==> config.mk <==
export PLATFORM = sky130hd
export DESIGN_NAME = ucie_ctl_err_logger_flat
export DESIGN_NICKNAME = d
export VERILOG_FILES = /design/src/rtl/ucie_ctl_err_pkg.sv /design/src/rtl/ucie_ctl_err_logger_if.sv /design/src/rtl/ucie_ctl_err_prio_enc.sv /design/src/rtl/ucie_ctl_err_logger.sv /design/src/flat_wrapper.sv
export SDC_FILE = /design/constraint.sdc
export NUM_CORES = 1
export LEC_CHECK = 0
export ABC_AREA = 1
export BUFFER_PORTS_ARGS = -buffer_cell sky130_fd_sc_hd__buf_2
export CAP_MARGIN = 20
export CORE_MARGIN = 2
export CORE_UTILIZATION = 40
export DETAILED_ROUTE_END_ITERATION = 16
export GPL_TIMING_DRIVEN = 0
export PLACE_DENSITY = 0.67
export SKIP_CTS_REPAIR_TIMING = 1
export SYNTH_ARGS = -nofsm -noshare
export SYNTH_HDL_FRONTEND = slang
export SYNTH_SLANG_ARGS = --single-unit
==> constraint.sdc <==
create_clock -name i_fdi_lclk -period 1.7 [get_ports i_fdi_lclk]
set_input_delay 0.085 -clock i_fdi_lclk [delete_from_list [all_inputs] [get_ports i_fdi_lclk]]
set_output_delay 0.085 -clock i_fdi_lclk [all_outputs]
set_load 0.05 [all_outputs]
==> src/rtl/ucie_ctl_err_pkg.sv <==
// Shared types and constants for the UCIe controller error logger:
// write-sequencer states, first-error header layout and default CSR addresses.
package ucie_ctl_err_pkg;

    typedef enum logic [1:0] {
        IDLE      = 2'd0,
        WR_STATUS = 2'd1,
        WR_HDR    = 2'd2,
        WR_CNT    = 2'd3
    } wrState_e;

    localparam int PTR_W        = 5;
    localparam int HDR_VLD_BIT  = 31;
    localparam int HDR_PTR_MSB  = 4;
    localparam int HDR_PTR_LSB  = 0;

    localparam logic [7:0] DEF_STATUS_ADDR   = 8'h10;
    localparam logic [7:0] DEF_HDR_ADDR      = 8'h14;
    localparam logic [7:0] DEF_CNT_BASE_ADDR = 8'h20;

endpackage

==> src/rtl/ucie_ctl_err_logger_if.sv <==
// CSR write port between the error logger (master) and the CSR block (slave).
// Valid/ready handshake: a write completes in a cycle where wr and ready are both high.
interface ucie_ctl_err_logger_if #(
    parameter int ADDR_W = 8,
    parameter int DATA_W = 32
);
    logic              wr;
    logic [ADDR_W-1:0] addr;
    logic [DATA_W-1:0] wdata;
    logic              ready;

    modport master (output wr, output addr, output wdata, input ready);
    modport slave  (input wr, input addr, input wdata, output ready);
endinterface

==> src/rtl/ucie_ctl_err_prio_enc.sv <==
// Lowest-set-bit finder: returns the index of the least significant set bit
// of vec_i and whether any bit was set at all.
module ucie_ctl_err_prio_enc
    import ucie_ctl_err_pkg::*;
#(
    parameter int W     = 12,
    parameter int IDX_W = PTR_W
) (
    input  logic [W-1:0]     vec_i,
    output logic [IDX_W-1:0] idx_o,
    output logic             found_o
);

    // Scan from the top down so the last hit written is the lowest index.
    always_comb begin
        idx_o   = '0;
        found_o = 1'b0;
        for (int k = W - 1; k >= 0; k--) begin
            if (vec_i[k]) begin
                idx_o   = IDX_W'(k);
                found_o = 1'b1;
            end
        end
    end

endmodule

==> src/rtl/ucie_ctl_err_logger.sv <==
// UCIe D2D adapter error logger: classifies error events, keeps sticky status and a
// first-error header, and pushes them to CSR. Define UCIE_CTL_ERR_CNT_EN for per-source counters.
module ucie_ctl_err_logger
    import ucie_ctl_err_pkg::*;
#(
    parameter int                  NUM_SRC       = 12,
    parameter int                  ADDR_W        = 8,
    parameter int                  DATA_W        = 32,
    parameter logic [NUM_SRC-1:0]  CORR_MASK     = 12'h003,
    parameter logic [NUM_SRC-1:0]  FATAL_MASK    = 12'hF00,
    parameter logic [ADDR_W-1:0]   STATUS_ADDR   = DEF_STATUS_ADDR,
    parameter logic [ADDR_W-1:0]   HDR_ADDR      = DEF_HDR_ADDR,
    parameter logic [ADDR_W-1:0]   CNT_BASE_ADDR = DEF_CNT_BASE_ADDR,
    parameter int                  CNT_W         = 8
) (
    input  logic                   i_fdi_lclk,
    input  logic                   i_rst,
    input  logic [NUM_SRC-1:0]     i_err_src,
    input  logic [NUM_SRC-1:0]     i_clr_status,
    ucie_ctl_err_logger_if.master  csr,
    output logic                   o_fdi_pl_error,
    output logic                   o_fdi_pl_nferror,
    output logic                   o_fdi_pl_cerror,
    output logic [PTR_W-1:0]       o_first_err_ptr,
    output logic                   o_first_err_vld
);

    localparam logic [NUM_SRC-1:0] NF_MASK = ~(CORR_MASK | FATAL_MASK);

    logic [NUM_SRC-1:0] srcIn_q, srcDly_q, newEvt;
    logic [NUM_SRC-1:0] status_d, status_q;
    logic               dirty_d, dirty_q;
    logic               hdrPend_q, vld_q;
    logic [PTR_W-1:0]   ptr_q;
    logic               fatal_q, nf_q, corr_q;
    logic [PTR_W-1:0]   firstIdx;
    logic               firstFound;
    logic               startStatus, accept, hdrAccept, capture;
    logic [DATA_W-1:0]  hdrWord;

    wrState_e           state_q;
    logic               wr_q;
    logic [ADDR_W-1:0]  addr_q;
    logic [DATA_W-1:0]  wdata_q;

    assign newEvt      = srcIn_q & ~srcDly_q;
    assign startStatus = (state_q == IDLE) && dirty_q;
    assign accept      = wr_q && csr.ready;
    assign hdrAccept   = accept && (state_q == WR_HDR);
    assign capture     = (status_q == '0) && firstFound;

    ucie_ctl_err_prio_enc #(.W(NUM_SRC), .IDX_W(PTR_W)) u_first_enc (
        .vec_i   (newEvt),
        .idx_o   (firstIdx),
        .found_o (firstFound)
    );

    // Set wins over clear; a status change after the snapshot re-arms dirty.
    always_comb begin
        status_d = (status_q & ~i_clr_status) | newEvt;
        dirty_d  = dirty_q;
        if (startStatus) dirty_d = 1'b0;
        if (status_d != status_q) dirty_d = 1'b1;
    end

    always_comb begin
        hdrWord = '0;
        hdrWord[HDR_VLD_BIT] = 1'b1;
        hdrWord[HDR_PTR_MSB:HDR_PTR_LSB] = ptr_q;
    end

    always_ff @(posedge i_fdi_lclk or posedge i_rst) begin
        if (i_rst) begin
            srcIn_q   <= '0;
            srcDly_q  <= '0;
            status_q  <= '0;
            dirty_q   <= 1'b0;
            hdrPend_q <= 1'b0;
            vld_q     <= 1'b0;
            ptr_q     <= '0;
            fatal_q   <= 1'b0;
            nf_q      <= 1'b0;
            corr_q    <= 1'b0;
        end else begin
            srcIn_q  <= i_err_src;
            srcDly_q <= srcIn_q;
            status_q <= status_d;
            dirty_q  <= dirty_d;
            fatal_q  <= |(status_d & FATAL_MASK);
            nf_q     <= |(newEvt & NF_MASK);
            corr_q   <= |(newEvt & CORR_MASK);
            if (capture) begin
                vld_q <= 1'b1;
                ptr_q <= firstIdx;
            end else if (vld_q && (status_d == '0)) begin
                vld_q <= 1'b0;
            end
            if (capture) hdrPend_q <= 1'b1;
            else if (hdrAccept) hdrPend_q <= 1'b0;
        end
    end

`ifdef UCIE_CTL_ERR_CNT_EN
    logic [CNT_W-1:0]   cnt_q [NUM_SRC];
    logic [NUM_SRC-1:0] chg_q;
    logic [PTR_W-1:0]   cntIdx, cntIdx_q;
    logic               cntFound;
    logic [CNT_W-1:0]   cntSel;
    logic               cntAccept;

    assign cntAccept = accept && (state_q == WR_CNT);

    ucie_ctl_err_prio_enc #(.W(NUM_SRC), .IDX_W(PTR_W)) u_cnt_enc (
        .vec_i   (chg_q),
        .idx_o   (cntIdx),
        .found_o (cntFound)
    );

    always_comb begin
        cntSel = '0;
        for (int k = 0; k < NUM_SRC; k++) begin
            if (cntIdx == PTR_W'(k)) cntSel = cnt_q[k];
        end
    end

    // Every event marks its counter for a write, even once saturated.
    always_ff @(posedge i_fdi_lclk or posedge i_rst) begin
        if (i_rst) begin
            for (int k = 0; k < NUM_SRC; k++) cnt_q[k] <= '0;
            chg_q <= '0;
        end else begin
            for (int k = 0; k < NUM_SRC; k++) begin
                if (newEvt[k] && (cnt_q[k] != '1)) cnt_q[k] <= cnt_q[k] + 1'b1;
                if (newEvt[k]) chg_q[k] <= 1'b1;
                else if (cntAccept && (cntIdx_q == PTR_W'(k))) chg_q[k] <= 1'b0;
            end
        end
    end
`endif

    // Write sequencer; every state change passes through a cycle with wr low.
    always_ff @(posedge i_fdi_lclk or posedge i_rst) begin
        if (i_rst) begin
            state_q <= IDLE;
            wr_q    <= 1'b0;
            addr_q  <= '0;
            wdata_q <= '0;
`ifdef UCIE_CTL_ERR_CNT_EN
            cntIdx_q <= '0;
`endif
        end else begin
            case (state_q)
                IDLE: begin
                    if (dirty_q) begin
                        state_q <= WR_STATUS;
                        wr_q    <= 1'b1;
                        addr_q  <= STATUS_ADDR;
                        wdata_q <= DATA_W'(status_q);
                    end
`ifdef UCIE_CTL_ERR_CNT_EN
                    else if (|chg_q) state_q <= WR_CNT;
`endif
                end
                WR_STATUS: begin
                    if (csr.ready) begin
                        wr_q <= 1'b0;
                        if (hdrPend_q) state_q <= WR_HDR;
`ifdef UCIE_CTL_ERR_CNT_EN
                        else if (|chg_q) state_q <= WR_CNT;
`endif
                        else state_q <= IDLE;
                    end
                end
                WR_HDR: begin
                    if (!wr_q) begin
                        wr_q    <= 1'b1;
                        addr_q  <= HDR_ADDR;
                        wdata_q <= hdrWord;
                    end else if (csr.ready) begin
                        wr_q    <= 1'b0;
                        state_q <= IDLE;
                    end
                end
`ifdef UCIE_CTL_ERR_CNT_EN
                WR_CNT: begin
                    if (!wr_q) begin
                        if (cntFound) begin
                            wr_q     <= 1'b1;
                            addr_q   <= CNT_BASE_ADDR + (ADDR_W'(cntIdx) << 2);
                            wdata_q  <= DATA_W'(cntSel);
                            cntIdx_q <= cntIdx;
                        end else begin
                            state_q <= IDLE;
                        end
                    end else if (csr.ready) begin
                        wr_q <= 1'b0;
                    end
                end
`endif
                default: begin
                    state_q <= IDLE;
                    wr_q    <= 1'b0;
                end
            endcase
        end
    end

    assign csr.wr           = wr_q;
    assign csr.addr         = addr_q;
    assign csr.wdata        = wdata_q;
    assign o_fdi_pl_error   = fatal_q;
    assign o_fdi_pl_nferror = nf_q;
    assign o_fdi_pl_cerror  = corr_q;
    assign o_first_err_ptr  = ptr_q;
    assign o_first_err_vld  = vld_q;

endmodule

==> src/flat_wrapper.sv <==
// flat-port wrapper written by rule: the top's interface ports become plain ports
module ucie_ctl_err_logger_flat import ucie_ctl_err_pkg::*;
#(
    parameter int                  NUM_SRC       = 12,
    parameter int                  ADDR_W        = 8,
    parameter int                  DATA_W        = 32,
    parameter logic [NUM_SRC-1:0]  CORR_MASK     = 12'h003,
    parameter logic [NUM_SRC-1:0]  FATAL_MASK    = 12'hF00,
    parameter logic [ADDR_W-1:0]   STATUS_ADDR   = DEF_STATUS_ADDR,
    parameter logic [ADDR_W-1:0]   HDR_ADDR      = DEF_HDR_ADDR,
    parameter logic [ADDR_W-1:0]   CNT_BASE_ADDR = DEF_CNT_BASE_ADDR,
    parameter int                  CNT_W         = 8
)
  (i_fdi_lclk, i_rst, i_err_src, i_clr_status, o_fdi_pl_error, o_fdi_pl_nferror, o_fdi_pl_cerror, o_first_err_ptr, o_first_err_vld, csr_wr, csr_addr, csr_wdata, csr_ready);
  ucie_ctl_err_logger_if #(.ADDR_W(ADDR_W), .DATA_W(DATA_W)) csr_i ();
  input  logic i_fdi_lclk;
  input  logic i_rst;
  input  logic [NUM_SRC-1:0] i_err_src;
  input  logic [NUM_SRC-1:0] i_clr_status;
  output logic o_fdi_pl_error;
  output logic o_fdi_pl_nferror;
  output logic o_fdi_pl_cerror;
  output logic [PTR_W-1:0] o_first_err_ptr;
  output logic o_first_err_vld;
  output wire logic [$bits(csr_i.wr)-1:0] csr_wr;
  output wire logic [$bits(csr_i.addr)-1:0] csr_addr;
  output wire logic [$bits(csr_i.wdata)-1:0] csr_wdata;
  input wire logic [$bits(csr_i.ready)-1:0] csr_ready;
  assign csr_wr = csr_i.wr;
  assign csr_addr = csr_i.addr;
  assign csr_wdata = csr_i.wdata;
  assign csr_i.ready = csr_ready;
  ucie_ctl_err_logger #(.NUM_SRC(NUM_SRC), .ADDR_W(ADDR_W), .DATA_W(DATA_W), .CORR_MASK(CORR_MASK), .FATAL_MASK(FATAL_MASK), .STATUS_ADDR(STATUS_ADDR), .HDR_ADDR(HDR_ADDR), .CNT_BASE_ADDR(CNT_BASE_ADDR), .CNT_W(CNT_W)) u_core (.i_fdi_lclk(i_fdi_lclk), .i_rst(i_rst), .i_err_src(i_err_src), .i_clr_status(i_clr_status), .csr(csr_i), .o_fdi_pl_error(o_fdi_pl_error), .o_fdi_pl_nferror(o_fdi_pl_nferror), .o_fdi_pl_cerror(o_fdi_pl_cerror), .o_first_err_ptr(o_first_err_ptr), .o_first_err_vld(o_first_err_vld));
endmodule
==> results.sh, run 1 <==
export IMPL_status="complete, no violations"
export IMPL_synth_seq_area_share_pct=58.4
export IMPL_worstPathRequired_ns=1.91
export IMPL_synthTopCellsByArea="dfrtp_1, nand2_1, buf_4, inv_1, o21ai_0"
export IMPL_timing_rr_end="u_core.o_first_err_vld"
export IMPL_rows=29
export IMPL_max_slew_margin_pct=54.3
export IMPL_timing_fmax_ghz=0.673
export IMPL_syn_area_sq_um=2700
export IMPL_cts_buffer_depth=2
export IMPL_ys_seq_elements=63
export IMPL_cts_tree="yes"
export IMPL_first_pass_iters=4
export IMPL_final_cell_area_sq_um=3480
export IMPL_ff2ff_setup_slack_ns=0.21
export IMPL_rsz0062_at_grt="no"
export IMPL_ios=77
export IMPL_drc_errors=0
export IMPL_wirelength_mm=5.90
export IMPL_cts_max_level=3
export IMPL_grt_antenna_before_repair=0
export IMPL_hpwlAfterDp_mm=4.48
export IMPL_cts_root_buf="clkbuf_8"
export IMPL_synth_edff_count=0
export IMPL_insertion_delay_ns=0.33
export IMPL_clock_sink_count=63
export IMPL_fill_cells=620
export IMPL_grt_pass1_vias=1873
export IMPL_vias_per_cell=4.53
export IMPL_min_period_ns=1.49
export IMPL_routabilityCongestion=0.872
export IMPL_port_buffers=50
export IMPL_vias=2060
export IMPL_grt_pass1_wl_mm=9.12
export IMPL_drv_slew=0
export IMPL_peakVddDrop_mv=0.594
export IMPL_hold_depth=2
export IMPL_ys_top_cells_by_count="dfrtp_1, nand2_1, buf_4, inv_1, o21ai_0"
export IMPL_synthArstFlopShare_pct=100
export IMPL_worst_r2r_cell_count=6
export IMPL_maxCapViolations=0
export IMPL_crit_fanout=5
export IMPL_synth_cell_types=29
export IMPL_numCtsBuffers=9
export IMPL_path_clk_slew_ns=0.07
export IMPL_fin_nets=400
export IMPL_diodes=0
export IMPL_core_area_sq_um=6460
export IMPL_hold_violations=0
export IMPL_grt_overflow_total=0
export IMPL_skew_ns=0.0108
export IMPL_leakagePower_nw=1.81
export IMPL_setup_viol=0
export IMPL_arrival_ns=1.70
export IMPL_start_util_pct=41.8
export IMPL_end_kind="flop"
export IMPL_yosysMostFrequentCell="dfrtp_1"
export IMPL_die_x_microns=86.2
export IMPL_grt_max_degree=34
export IMPL_synthCells=272
export IMPL_worst_pin_slew_ns=0.684
export IMPL_fin_tns_setup_ns=0
export IMPL_r2r_start="u_core.srcIn_q[8]"
export IMPL_hp_start="i_clr_status[3]"
export IMPL_avgSynthCellArea_sq_um=9.93
export IMPL_utilization_pct=53.8
export IMPL_synth_area_leader_cell="dfrtp_1"
export IMPL_placed_cell_area_sq_um=3160
export IMPL_ys_flop_type="dfrtp_1"
export IMPL_critPathLaunchType="flop"
export IMPL_fin_crit_sh_pct=87.4
export IMPL_area_delta_synth_final_pct=28.7
export IMPL_drive_gt1_share_pct=33.6
export IMPL_ant_nets=0
export IMPL_die_h_microns=86.2
export IMPL_synth_warnings=0
export IMPL_die_area_sq_um=7430
export IMPL_wire_per_inst_microns=13.0
export IMPL_powerDensity_nw_per_um2=1380
export IMPL_grt_usage_pct=16.3
export IMPL_holdPathEnd="u_core.status_q[3]"
export IMPL_synthDominantCellAreaShare_pct=58.4
export IMPL_drt_initial_drc_count=104
export IMPL_path_class="reg2reg"
export IMPL_hp_class="in2reg"
==> worst max path at each step <==
| stage | start | slack [ns] | endpoint | cells after the start |
|---|---|---|---|---|
| finish | u_core.srcIn_q[8] | 0.21 | u_core.o_first_err_vld | 6 |
| global route | u_core.status_q[8] | 0.1 | u_core.o_first_err_vld | 6 |
| CTS | u_core.srcIn_q[8] | 0.22 | u_core.o_first_err_vld | 6 |
| detailed placement | u_core.srcIn_q[8] | 0.24 | u_core.o_first_err_vld | 6 |
| global placement | i_rst | -0.69 | u_core.srcIn_q[10] | 2 |
| floorplan | i_rst | 0.05 | u_core.csr.addr[2] | 1 |
==> through the flow <==
step | power (mW) | setup WS, ns | cells | hold slack [ns]
2_1_floorplan | 3.28 | 0.0453 | 297 | 0.116
3_3_place_gp | 3.65 | -0.691 | 424 | 0.193
3_5_place_dp | 3.68 | 0.240 | 425 | 0.194
4_1_cts | 4.83 | 0.224 | 441 | -0.160
5_1_grt | 5.09 | 0.0972 | 455 | 0.00696
6_report | 4.81 | 0.215 | 455 | 0.00723
==> report_power, final <==
part	leakage [nW]	switching (mW)	internal, mW
Sequential	0.748	0.164	1.76
Clock	0.0853	0.579	0.566
Combinational	0.976	1.30	0.437
Total	1.81	2.04	2.76
==> registers in the layout (all words and copies together) (netlist names), 2 cells and up <==
register / flops
u_core.state_q: 2
u_core.status_q: 12
u_core.o_first_err_ptr: 4
u_core.srcDly_q: 12
u_core.csr.addr: 2
u_core.srcIn_q: 12
u_core.csr.wdata: 12
==> metal layers <==
| layer | share of wire, % | wire length (microns) | up-vias | global-route usage (%) |
|---|---|---|---|---|
| met2 | 49 | 2900 | 82 | 26.2 |
| met4 | 0.32 | 19 | 0 | 4.69 |
| met5 | 0 | 0 | - | 0 |
| met3 | 6.7 | 396 | 3 | 4.76 |
| li1 | - | - | 1040 | - |
| met1 | 44 | 2580 | 935 | 21.6 |
==> logic make-up (layout without fill, tap and decap cells) <==
logic type | after synthesis | after routing | synth area share (%)
buffers and inverters | 64 | 145 | 12.8
AND/OR/NAND/NOR | 100 | 100 | 19.2
AO/OA/AOI/OAI | 44 | 44 | 9.54
other | 1 | 26 | 0.139
flip-flops | 63 | 63 | 58.4
==> critical path, stage by stage, from the launching register on <==
cell     delay [ns]
dfrtp_1        0.40
nand2_4        0.10
o21ai_0        0.17
nor4_2         0.38
nand3_1        0.17
nand2_1        0.09
nand2_1        0.05
==> cell usage in the layout, fill, tap and decap left out, types with 3 or more instances in the layout <==
cell type and instances:
a21oi_1 3, a31oi_1 5, buf_2 51, buf_4 27, clkbuf_8 10, clkinv_2 4, conb_1 26, dfrtp_1 63
dlygate4sd3_1 14, inv_1 24, inv_2 10, nand2_1 58, nand2_2 5, nand3_1 10, nor2_1 9, nor2_2 4
o21ai_0 17, o21ai_1 7, o22ai_1 6
==> final cells by class <==
cell class | count | area, sq um | share of cell area (%)
Buffer | 28 | 208 | 5.97
Clock buffer | 11 | 141 | 4.07
Clock inverter | 5 | 33.8 | 0.972
Inverter | 36 | 138 | 3.96
Multi-Input combinational cell | 170 | 873 | 25.1
Sequential cell | 63 | 1580 | 45.3
Tap cell | 77 | 96.3 | 2.77
Timing Repair Buffer | 65 | 410 | 11.8
Power figures use the tool's default switching activity.
==> run 2, diff against run 1 <==
CORE_UTILIZATION = 46   (was 40)
PLACE_DENSITY = 0.75   (was 0.67)
RECOVER_POWER = 25   (was unset)
==> run 2 against run 1 <==
Utilization increased by 9.2 points; design area up 1.1%; worst hold slack gained 0.0099 ns; flip-flop and latch count stayed put; power is 6.3% higher; clock skew decreased by 0.0050 ns; highest routed layer unchanged.
==> results.sh, run 2 (same netlist as run 1, synthesis figures left out) <==
export IMPL_multi_input_area_sq_um=870
export IMPL_grt_antenna_before_repair=0
export IMPL_die_x_microns=80.6
export IMPL_setup_viol=0
export IMPL_hpwlAfterDp_mm=4.48
export IMPL_leakagePower_nw=1.84
export IMPL_crit_path_cell_trace="inv_1 -> o21ai_0 -> o21ai_0 -> nor4_2 -> nand3_1"
export IMPL_grt_pass1_wl_mm=8.94
export IMPL_port_buffers=50
export IMPL_seqCellArea_sq_um=1580
export IMPL_timing_fmax_ghz=0.636
export IMPL_die_area_sq_um=6500
export IMPL_crit_path_max_incr_delay_ns=0.36
export IMPL_start_util_pct=48.5
export IMPL_min_period_ns=1.57
export IMPL_drive_gt1_share_pct=32.8
export IMPL_drv_slew=0
export IMPL_ios=77
export IMPL_fin_crit_sh_pct=92.5
export IMPL_numCtsBuffers=9
export IMPL_end_kind="flop"
export IMPL_diodes=0
export IMPL_hp_class="in2reg"
export IMPL_path_clk_slew_ns=0.07
export IMPL_worstPathRequired_ns=1.90
export IMPL_cts_buffer_depth=2
export IMPL_die_h_microns=80.6
export IMPL_final_cell_area_sq_um=3520
export IMPL_cts_tree="yes"
export IMPL_worst_pin_slew_ns=1.05
export IMPL_placed_cell_area_sq_um=3160
export IMPL_final_cell_mix="dfrtp_1, nand2_1, buf_2"
export IMPL_fill_cells=477
export IMPL_fin_tns_setup_ns=0
export IMPL_skew_ns=0.00582
export IMPL_drt_initial_drc_count=129
export IMPL_path_class="reg2reg"
export IMPL_vias_per_cell=4.64
export IMPL_area_delta_synth_final_pct=30.2
export IMPL_wirelength_mm=5.86
export IMPL_core_area_sq_um=5570
export IMPL_rows=27
export IMPL_status="complete, no violations"
export IMPL_drc_errors=0
export IMPL_cts_root_buf="clkbuf_8"
export IMPL_fin_nets=400
export IMPL_clock_sink_count=63
export IMPL_grt_max_degree=38
export IMPL_vias=2087
export IMPL_peakVddDrop_mv=0.981
export IMPL_powerDensity_nw_per_um2=1450
export IMPL_routabilityCongestion=0.860
export IMPL_grt_overflow_total=0
export IMPL_insertion_delay_ns=0.33
export IMPL_max_slew_margin_pct=30.0
export IMPL_grt_usage_pct=19.0
export IMPL_slowest_stage="o21ai_0"
export IMPL_rsz0062_at_grt="no"
export IMPL_critPathLaunchType="flop"
export IMPL_first_pass_iters=5
export IMPL_crit_path_frequent_cell="o21ai_0"
export IMPL_mostFrequentLayoutCell="dfrtp_1"
export IMPL_arrival_ns=1.77
export IMPL_hold_violations=0
export IMPL_grt_pass1_vias=1904
export IMPL_crit_fanout=4
export IMPL_ant_nets=0
export IMPL_maxCapViolations=0
export IMPL_cts_max_level=3
export IMPL_wire_per_inst_microns=13.0
run 2: cell type report:
type	instances	share of cell area [%]
Inverter	36	3.91
Clock inverter	3	1.85
Timing Repair Buffer	65	11.7
Multi-Input combinational cell	170	24.7
Clock buffer	13	4.52
Buffer	28	5.91
Tap cell	72	2.56
Sequential cell	63	44.8
run 2: routing by layer:
layer	global-route usage, %	vias to the layer above	share of wire [%]
met2	29.2	83	46
li1	-	1039	-
met3	3.82	13	7.1
met1	25.6	952	44
met5	0	-	0
met4	9.66	0	2.5
run 2: final timing paths:
kind	start	endpoint	slack [ns]	cells past startpoint
worst max-delay path	u_core.status_q[7]	u_core.dirty_q	0.13	5
worst min-delay path	i_clr_status[3]	u_core.status_q[3]	0.02	2
worst max register to register	u_core.status_q[7]	u_core.dirty_q	0.13	5
worst min register to register	u_core.srcIn_q[4]	u_core.srcDly_q[4]	0.37	0
max in group asynchronous	i_rst	u_core.srcDly_q[2]	0.39	4
min in group asynchronous	i_rst	u_core.csr.wdata[6]	0.57	3
run 2: worst max-delay path, delay by kind of cell (launching register included):
family | cells | cell delay, ns
and+or+nand+nor | 2 | 0.45
AOI/OAI and AO/OA | 2 | 0.55
DFF | 1 | 0.35
buffers and inverters | 1 | 0.10
run 2: report_power, final:
group / total, mW / internal [mW] / switching (mW)
registers: 1.92 / 1.76 / 0.161
clock network: 1.46 / 0.905 / 0.550
logic: 1.73 / 0.436 / 1.30
total: 5.11 / 3.10 / 2.01
run 2: metrics by stage:
step                std cells  setup slack, ns  utilization (%)  power, mW  hold WS (ns)
floorplan                 297           0.0453                -       3.28         0.116
global placement          419           -0.672             56.3       3.64         0.193
detailed placement        420            0.233             56.6       3.67         0.178
CTS                       436            0.219             60.6       5.13        -0.175
global route              450           0.0542             63.1       5.36        0.0182
finish                    450            0.128             63.1       5.11        0.0171
==> run 3, diff against run 2 <==
RECOVER_POWER = 50   (was 25)
==> run 3 against run 2 <==
Count of clock-buffer cells in the layout did not move; clock skew rose by 0.00078 ns; global-route usage did not move; cell count did not move; utilization fell by 0.25 points; via count fell by 0.29%; first-iteration DRC count rose by 12%; worst hold slack improved by 0.030 ns; design area fell by 0.39%; wire length rose by 0.56%; critical path type unchanged; critical endpoint unchanged.
==> results.sh, run 3 (same netlist as run 1, synthesis figures left out) <==
export IMPL_status="complete, no violations"
export IMPL_end_kind="flop"
export IMPL_mostFrequentLayoutCell="dfrtp_1"
export IMPL_cts_root_buf="clkbuf_8"
export IMPL_final_cell_mix="dfrtp_1, nand2_1, buf_2"
export IMPL_port_buffers=50
export IMPL_core_area_sq_um=5570
export IMPL_cts_max_level=3
export IMPL_worst_pin_slew_ns=1.05
export IMPL_fill_cells=484
export IMPL_grt_pass1_vias=1904
export IMPL_peakVddDrop_mv=0.981
export IMPL_crit_path_max_incr_delay_ns=0.36
export IMPL_arrival_ns=1.79
export IMPL_vias=2081
export IMPL_insertion_delay_ns=0.33
export IMPL_grt_pass1_wl_mm=8.94
export IMPL_dr_max_layer_used="met4"
export IMPL_area_delta_synth_final_pct=29.6
export IMPL_cts_tree="yes"
export IMPL_power_switching_mw=2.02
export IMPL_total_power_mw=5.09
export IMPL_skew_ns=0.00660
export IMPL_hpwlAfterDp_mm=4.48
export IMPL_path_clk_slew_ns=0.07
export IMPL_die_x_microns=80.6
export IMPL_grt_max_degree=38
export IMPL_ios=77
export IMPL_fin_crit_sh_pct=93.3
export IMPL_critPathLaunchType="flop"
export IMPL_grt_overflow_total=0
export IMPL_maxCapViolations=0
export IMPL_min_period_ns=1.59
export IMPL_hold_violations=0
export IMPL_utilization_pct=62.8
export IMPL_vias_per_cell=4.62
export IMPL_clock_sink_count=63
export IMPL_wirelength_mm=5.89
export IMPL_drc_errors=0
export IMPL_dpl_cell_count=420
export IMPL_cts_buffer_depth=2
export IMPL_drive_gt1_share_pct=29.4
export IMPL_crit_fanout=4
export IMPL_start_util_pct=48.5
export IMPL_wire_per_inst_microns=13.1
export IMPL_first_pass_iters=4
export IMPL_drv_slew=0
export IMPL_diodes=0
export IMPL_swShare_pct=39.6
export IMPL_grt_antenna_before_repair=0
export IMPL_crit_path_cell_trace="inv_1 -> o21ai_0 -> o21ai_0 -> nor4_2 -> nand3_1"
export IMPL_cp_top_family="compound AO/OA/AOI/OAI gates"
export IMPL_rsz0062_at_grt="no"
export IMPL_dr_wl_met2_mm=2.69
export IMPL_intPower_mw=3.08
export IMPL_hp_class="in2reg"
export IMPL_p_seq_share_pct=37.7
export IMPL_routabilityCongestion=0.860
export IMPL_timing_fmax_ghz=0.631
export IMPL_pwr_share_comb_pct=33.6
export IMPL_finalNonFillerCells=450
export IMPL_worstPathRequired_ns=1.91
export IMPL_crit_path_frequent_cell="o21ai_0"
export IMPL_critPathBufInv=1
export IMPL_ant_nets=0
export IMPL_fin_nets=400
export IMPL_max_slew_margin_pct=30.1
export IMPL_drt_initial_drc_count=144
export IMPL_die_h_microns=80.6
export IMPL_numCtsBuffers=9
export IMPL_path_class="reg2reg"
export IMPL_setup_viol=0
export IMPL_holdWs_ns=0.0469
export IMPL_powerDensity_nw_per_um2=1450
export IMPL_grt_usage_pct=19.0
export IMPL_rows=27
export IMPL_leakagePower_nw=1.81
export IMPL_wl_met3_microns=408
export IMPL_drt_met1_wl_mm=2.65
export IMPL_die_area_sq_um=6500
export IMPL_p_clk_share_pct=28.7
export IMPL_slowest_stage="o21ai_0"
[run 3: changes by cell type in the layout (fill, tap and decap cells not counted), moves of 2 or more]
| cell | delta |
|---|---|
| buf_2 | -11 |
| clkbuf_1 | +11 |
| o21ai_0 | +3 |
| o21ai_1 | -3 |
| inv_1 | +2 |
| inv_2 | -2 |
[run 3: per-layer routing]
metal / track usage, % / up-vias
li1: - / 1034
met1: 25.6 / 955
met2: 29.2 / 79
met3: 3.82 / 13
met4: 9.66 / 0
met5: 0 / -
[run 3: worst paths after layout]
check	slack, ns	cells after the start	to	startpoint
worst max-delay path	0.11	5	u_core.dirty_q	u_core.status_q[7]
worst min-delay path	0.05	2	u_core.status_q[1]	i_clr_status[1]
worst max register to register	0.11	5	u_core.dirty_q	u_core.status_q[7]
worst min register to register	0.37	0	u_core.srcDly_q[4]	u_core.srcIn_q[4]
max in group asynchronous	0.39	4	u_core.srcDly_q[2]	i_rst
min in group asynchronous	0.57	3	u_core.csr.wdata[6]	i_rst
[run 3: area by class of cell]
class,instances,area [sq um],area share [%]
Sequential cell,63,1580,45.0
Clock inverter,3,65.1,1.86
Clock buffer,13,159,4.54
Inverter,36,138,3.93
Tap cell,72,90.1,2.57
Multi-Input combinational cell,170,870,24.8
Buffer,28,208,5.93
Timing Repair Buffer,65,397,11.3
[run 3: power groups by stage]
stage               clock, mW  sequential (mW)  combinational, mW
CTS                      1.48             1.92               1.72
floorplan                   0             2.53              0.749
finish                   1.46             1.92               1.71
global route             1.55             1.95               1.84
global placement            0             1.94               1.69
detailed placement          0             1.95               1.72
[run 3: per-stage QoR]
step / setup TNS [ns] / area, sq um / setup slack (ns)
floorplan: 0 / 2800 / 0.0453
global placement: -42.07 / 3140 / -0.672
detailed placement: 0 / 3160 / 0.233
CTS: 0 / 3380 / 0.219
global route: 0 / 3500 / 0.0542
finish: 0 / 3500 / 0.114
